### src/rtl/piso_word_transmitter.sv
// Parallel-in/serial-out word transmitter, LSB first, one bit per clock after a valid/ready load.
// Optional forced idle gap between words; zero gap allows contiguous back-to-back words.
module piso_word_transmitter #(
  parameter int   DATA_WIDTH = 32,
  parameter int   GAP_CYCLES = 0,
  parameter logic IDLE_LEVEL = 1'b0
) (
  input  logic                            Clk_In,
  input  logic                            Reset_In,
  input  logic [DATA_WIDTH-1:0]           Load_Data_In,
  input  logic                            Load_Valid_In,
  output logic                            Load_Ready_Out,
  output logic                            Serial_Data_Out,
  output logic                            Shift_Enable_Out,
  output logic                            Frame_Done_Out,
  output logic                            Busy_Out,
  output logic [$clog2(DATA_WIDTH+1)-1:0] Bit_Count_Out
);

  localparam int CW = $clog2(DATA_WIDTH + 1);
  localparam int GW = (GAP_CYCLES > 0) ? $clog2(GAP_CYCLES + 1) : 1;
  localparam logic [CW-1:0] LAST = CW'(DATA_WIDTH);

  typedef enum logic [1:0] {IDLE, SHIFT, GAP} state_t;

  state_t                state;
  logic [DATA_WIDTH-1:0] shift_reg;
  logic [GW-1:0]         gap_cnt;
  logic                  transfer;

  assign transfer = Load_Valid_In & Load_Ready_Out;

  always_ff @(posedge Clk_In or posedge Reset_In) begin
    if (Reset_In) begin
      state            <= IDLE;
      shift_reg        <= '0;
      gap_cnt          <= '0;
      Serial_Data_Out  <= IDLE_LEVEL;
      Load_Ready_Out   <= 1'b1;
      Shift_Enable_Out <= 1'b0;
      Frame_Done_Out   <= 1'b0;
      Busy_Out         <= 1'b0;
      Bit_Count_Out    <= '0;
    end else begin
      Frame_Done_Out <= 1'b0;
      case (state)
        IDLE: begin
          if (transfer) begin
            Serial_Data_Out  <= Load_Data_In[0];
            shift_reg        <= Load_Data_In >> 1;
            Bit_Count_Out    <= CW'(1);
            Shift_Enable_Out <= 1'b1;
            Busy_Out         <= 1'b1;
            Load_Ready_Out   <= 1'b0;
            state            <= SHIFT;
          end
        end
        SHIFT: begin
          if (Bit_Count_Out != LAST) begin
            Serial_Data_Out <= shift_reg[0];
            shift_reg       <= shift_reg >> 1;
            Bit_Count_Out   <= Bit_Count_Out + 1'b1;
            Frame_Done_Out  <= (Bit_Count_Out == LAST - 1'b1);
            // With no gap, the last bit cycle also accepts the next word.
            Load_Ready_Out  <= (GAP_CYCLES == 0) && (Bit_Count_Out == LAST - 1'b1);
          end else if (transfer) begin
            Serial_Data_Out  <= Load_Data_In[0];
            shift_reg        <= Load_Data_In >> 1;
            Bit_Count_Out    <= CW'(1);
            Load_Ready_Out   <= 1'b0;
          end else begin
            Serial_Data_Out  <= IDLE_LEVEL;
            Bit_Count_Out    <= '0;
            Shift_Enable_Out <= 1'b0;
            if (GAP_CYCLES > 0) begin
              gap_cnt        <= GW'(GAP_CYCLES);
              Load_Ready_Out <= 1'b0;
              state          <= GAP;
            end else begin
              Busy_Out       <= 1'b0;
              Load_Ready_Out <= 1'b1;
              state          <= IDLE;
            end
          end
        end
        GAP: begin
          if (gap_cnt == GW'(1)) begin
            gap_cnt        <= '0;
            Busy_Out       <= 1'b0;
            Load_Ready_Out <= 1'b1;
            state          <= IDLE;
          end else begin
            gap_cnt <= gap_cnt - 1'b1;
          end
        end
        default: state <= IDLE;
      endcase
    end
  end

endmodule

### config.mk
export PLATFORM = sky130hd
export DESIGN_NAME = piso_word_transmitter
export DESIGN_NICKNAME = d
export VERILOG_FILES = /design/src/rtl/piso_word_transmitter.sv
export SDC_FILE = /design/constraint.sdc
export NUM_CORES = 1
export LEC_CHECK = 0
export ABC_AREA = 0
export CAP_MARGIN = 20
export CORE_MARGIN = 10
export CORE_UTILIZATION = 30
export CTS_CLUSTER_DIAMETER = 120
export DETAILED_ROUTE_END_ITERATION = 8
export PLACE_DENSITY_LB_ADDON = 0.12
export SYNTH_ARGS = -nofsm -noshare
export SYNTH_HDL_FRONTEND = slang
export SYNTH_SLANG_ARGS = --single-unit
### constraint.sdc
create_clock -name Clk_In -period 3.6 [get_ports Clk_In]
set_input_delay 1.08 -clock Clk_In [delete_from_list [all_inputs] [get_ports Clk_In]]
set_output_delay 1.08 -clock Clk_In [all_outputs]
set_load 0.03 [all_outputs]
Yosys cells after proc, flatten, opt, wreduce, memory -nomap -nowiden:

Cells that the tools add are included.

* equality and inequality tests: 8
* reductions and logical operators: 8
* $add $sub $neg: 2
* multiplexer cells: 30
* bitwise gates (word level): 1

Operators with widths (count)
* 32-bit two-way mux: 2
* 32-bit one-hot mux with 2 select lines: 1
* 1-bit two-way mux: 15
* 6-bit two-way mux: 2
* 6-bit one-hot mux with 2 select lines: 1
* 2-bit two-way mux: 4
* 2-bit != test, second input constant: 4
* 4-bit AND reduction: 2
* 6-bit by 1-bit adder with 6-bit output, second input constant: 1
* 6-bit by 5-bit equality test with 1-bit output, second input constant: 1
* 6-bit != test, second input constant: 1
* 1-bit one-hot mux with 3 select lines: 2
* 2-bit one-hot mux with 3 select lines: 1
* 5-bit AND reduction: 1
* 1-bit one-hot mux with 2 select lines: 2
* 3-bit AND reduction: 1
* 3-bit nonzero test: 1
* 2-bit by 1-bit equality test with 1-bit output, second input constant: 1
* 2-bit equality test, second input constant: 1
* 2-bit zero test: 1
* 2-bit AND reduction: 1
* 2-bit nonzero test: 1
* 1-bit AND: 1
* 1-bit subtractor, second input constant: 1

* flip-flop bits (word level): 46
* logic and storage cells: 58

Longest topological paths before layout:

* word-level depth: 4
* gate-level depth with buffers: 7

Least setup slack after synthesis:

No wires, ideal clock.

* kind: input -> register
* from: input port Load_Valid_In
* to: register shift_reg[10]
* required time: 3.475 ns
* path slack: 1.242 ns
* stages: 4
* arrival time: 2.233 ns
* buffers on the path: 1
* setup time: 0.125 ns
* cells stage by stage: nand2_1 clkbuf_1 mux2_2 mux2_2

* word-level cells in the longest chain between the ends: 4

Ends and longest elaborated chain
* start, declared: line 11 `input logic Load_Valid_In,`
* 1-bit AND *: line 31 `assign transfer = Load_Valid_In & Load_Ready_Out;`
* 32-bit two-way mux *
* 32-bit two-way mux
* 32-bit one-hot mux with 2 select lines *
* end signal, assigned: line 50 `shift_reg <= Load_Data_In >> 1;`
* end signal, assigned: line 61 `shift_reg <= shift_reg >> 1;`
* end signal, assigned: line 68 `shift_reg <= Load_Data_In >> 1;`
* end, declared: line 27 `logic [DATA_WIDTH-1:0] shift_reg;`

Every way passes the cells marked *; elsewhere a longest branch is shown, timed or not.
A chain may end at the register's enable or synchronous reset.

Final worst setup path:

* from: register Shift_Enable_Out
* to: output port Shift_Enable_Out

RTL lines
* start, declared: line 14 `output logic Shift_Enable_Out,`
* start signal, assigned: line 40 `Shift_Enable_Out <= 1'b0;`
* start signal, assigned: line 52 `Shift_Enable_Out <= 1'b1;`
* start signal, assigned: line 74 `Shift_Enable_Out <= 1'b0;`

No word-level cell between the ends.

==> impl_metrics.csv <==
group,metric,value,unit
power,power.density,606.8,nW/um^2
critical_path,cp.depth,1,
critical_path,critPathBufInv,1,
floorplan,io-pin-count,46,
final_layout,num_antenna_cells,0,
global_routing,grtUsageMet1,10.84,%
sta,hold_ws,0.5006,ns
clocking,clk_pin_slew,0.08,ns
route,drtIter0Drc,30,
critical_path,required,2.52,ns
placed_design,hpwl,3363,um
route,vias,1362,
yosys,synthesis.nets,195,
power,ir_worst_vdd,0.0001642,V
critical_path,startpoint,"Shift_Enable_Out",
sta,setup_viol,0,
global_routing,grt_pass1_vias,1554,
critical_path,cp.arrival,1.65,ns
min_path,hp-class,"reg -> reg",
critical_path,worstPathMaxFanout,12,
yosys,yosysWarnings,0,
critical_path,worst_setup_path_start_kind,"flop",
clocking,cts-root-buf,"clkbuf_8",
clocking,htreeDepth,2,
yosys,syn_avg_cell_area,13.60,sq um
clocking,postCtsSetupBuffers,0,
clocking,clock_path_buffers,2,
floorplan,initial_core_util,31.29,%
final_layout,mostFrequentLayoutCells,"50 x mux2_2, 45 x clkdlybuf4s50_1, 41 x dfrtp_1",
clocking,cts_sinks,42,
power,leakage,1.226,nW
route,routedWlPerCell,15.37,um
floorplan,die-area,10950,sq um
critical_path,endpoint,"Shift_Enable_Out",
critical_path,reg2reg_depth,6,
critical_path,r2r_start,"Bit_Count_Out[0]",
yosys,synth-edff-count,0,
global_routing,grt_max_degree,36,
yosys,synth_ff_type,"dfrtp_1",
route,routed_wl,4627,um
route,drc,0,
floorplan,core_area,6869,sq um
critical_path,critPathCaptureType,"output port",
clocking,postCtsResizedCells,0,
sta,worst_slack,0.8699,ns
global_routing,grtUsageTotal,8.658,%
global_routing,met2_usage,13.74,%
yosys,ys_types,33,
placed_design,gp_congestion,0.7532,
global_routing,grtUsageMet3,2.887,%
global_routing,antenna_found_initial,0,
clocking,postCtsHoldBufs,0,
floorplan,die_h,104.6,um
global_routing,grt-ovfl-total,0,
final_layout,nets,241,
yosys,syn-cell-area,2150,sq um
sta,max_freq,366.3,MHz
floorplan,rows,30,
route,drt-pass1-iter-count,4,
final_layout,area_delta_synth_final,29.39,%
run,max_cap_viol_count,0,
sta,max_slew_margin,63.71,%
clocking,worst_skew_pair.late_latency,0.29,ns
yosys,synth_cells,158,
route,drtAntennaViolNets,0,
yosys,async_flop_share,100.0,%
power,p_total,1.688,mW
sta,min_period,2.730,ns
sta,fin_crit_sh,75.84,%
global_routing,busiest_layer,"met2",
yosys,synth_seq_cells,42,
yosys,synth-seq-area-share,48.95,%
critical_path,reg2reg_slack,1.20,ns
final_layout,final_common_cell,"mux2_2",
critical_path,cpMaxStageDelayCell,"clkdlybuf4s50_1",
critical_path,path_class,"reg -> out",
outcome,outcome,"finished, final reports clean",
global_routing,grt_pass1_wl,7893,um
clocking,cts_buffers,5,
sta,final_hold_viol_count,0,
min_path,min_from,"shift_reg[28]",
critical_path,rr_endpoint,"shift_reg[13]",
sta,rsz0062_at_grt,"false",
sta,worst_pin_slew,0.5424,ns
critical_path,cp_cell_sequence,"clkdlybuf4s50_1",
placed_design,port_buffers,45,
placed_design,pre_cts_slack,0.7378,ns
clocking,cts_tree,"done",
sta,drv_slew,0,
sta,finalSetupTns,0,ns
final_layout,largest_reg_flops,32,
critical_path,critical-path-max-stage-delay,0.76,ns
floorplan,die_x,104.6,um
sta,skew,0.007254,ns
route,viasPerCell,4.525,
final_layout,drive_gt1_share,36.10,%
critical_path,cp_top_family,"buffers and inverters",
[cells by family (layout without fill, tap and decap cells)]
kind of cell / after synthesis / in the layout / share of synthesized area (%)
buffers and inverters: 15 / 62 / 4.423
AND/OR/NAND/NOR: 21 / 21 / 5.588
XOR/XNOR: 1 / 1 / 0.4075
multiplexers: 64 / 64 / 35.22
adder cells (fa/ha/maj): 2 / 2 / 1.164
flip-flops: 42 / 42 / 48.95
AO/OA/AOI/OAI: 13 / 13 / 4.249
[where the power goes]
part	total, mW	internal (mW)	switching, mW	leakage [nW]
registers	0.751	0.634	0.118	0.539
logic	0.626	0.381	0.245	0.639
clock network	0.311	0.155	0.156	0.0482
total	1.69	1.17	0.519	1.23
[layout make-up]
type | count | area (sq um)
clock buffer | 7 | 86.33
clock inverter | 1 | 5.005
fill | 663 | 4088
inverter | 6 | 22.52
multi-input combinational | 101 | 1010
sequential | 42 | 1052
tap | 96 | 120.1
timing repair buffer | 48 | 485.5
[worst min-delay path by stage]
stage                     cells past startpoint             to
after CTS                                     1  shift_reg[26]
final                                         1  shift_reg[27]
after detailed placement                      1  shift_reg[26]
after global placement                        1  shift_reg[27]
after global routing                          1  shift_reg[18]
after floorplan                               1  shift_reg[26]
[metal layers]
layer,up-vias,wire [um]
li1,659,-
met1,660,2122
met2,36,2222
met3,7,215
met4,0,67
met5,-,0
[through the flow]
stage	instance area, sq um	std cells	utilization (%)
6_report	2781	301	40.49
5_1_grt	2781	301	40.49
4_1_cts	2781	301	40.49
3_5_place_dp	2690	293	39.16
3_3_place_gp	2690	293	39.16
2_1_floorplan	2150	158	-
[cell usage after synthesis, drive strengths merged, types with 2 or more instances]
| cell | count | area share (%) |
|---|---|---|
| a21oi | 2 | 0.47 |
| and3 | 2 | 0.58 |
| buf | 5 | 2.7 |
| clkbuf | 4 | 0.70 |
| dfrtp | 41 | 48 |
| ha | 2 | 1.2 |
| inv | 6 | 1.0 |
| mux2 | 63 | 35 |
| nand2 | 6 | 1.0 |
| nand3 | 3 | 0.70 |
| nor2b | 2 | 0.58 |
| o21ai | 6 | 1.6 |
Power figures use the tool's default switching activity.
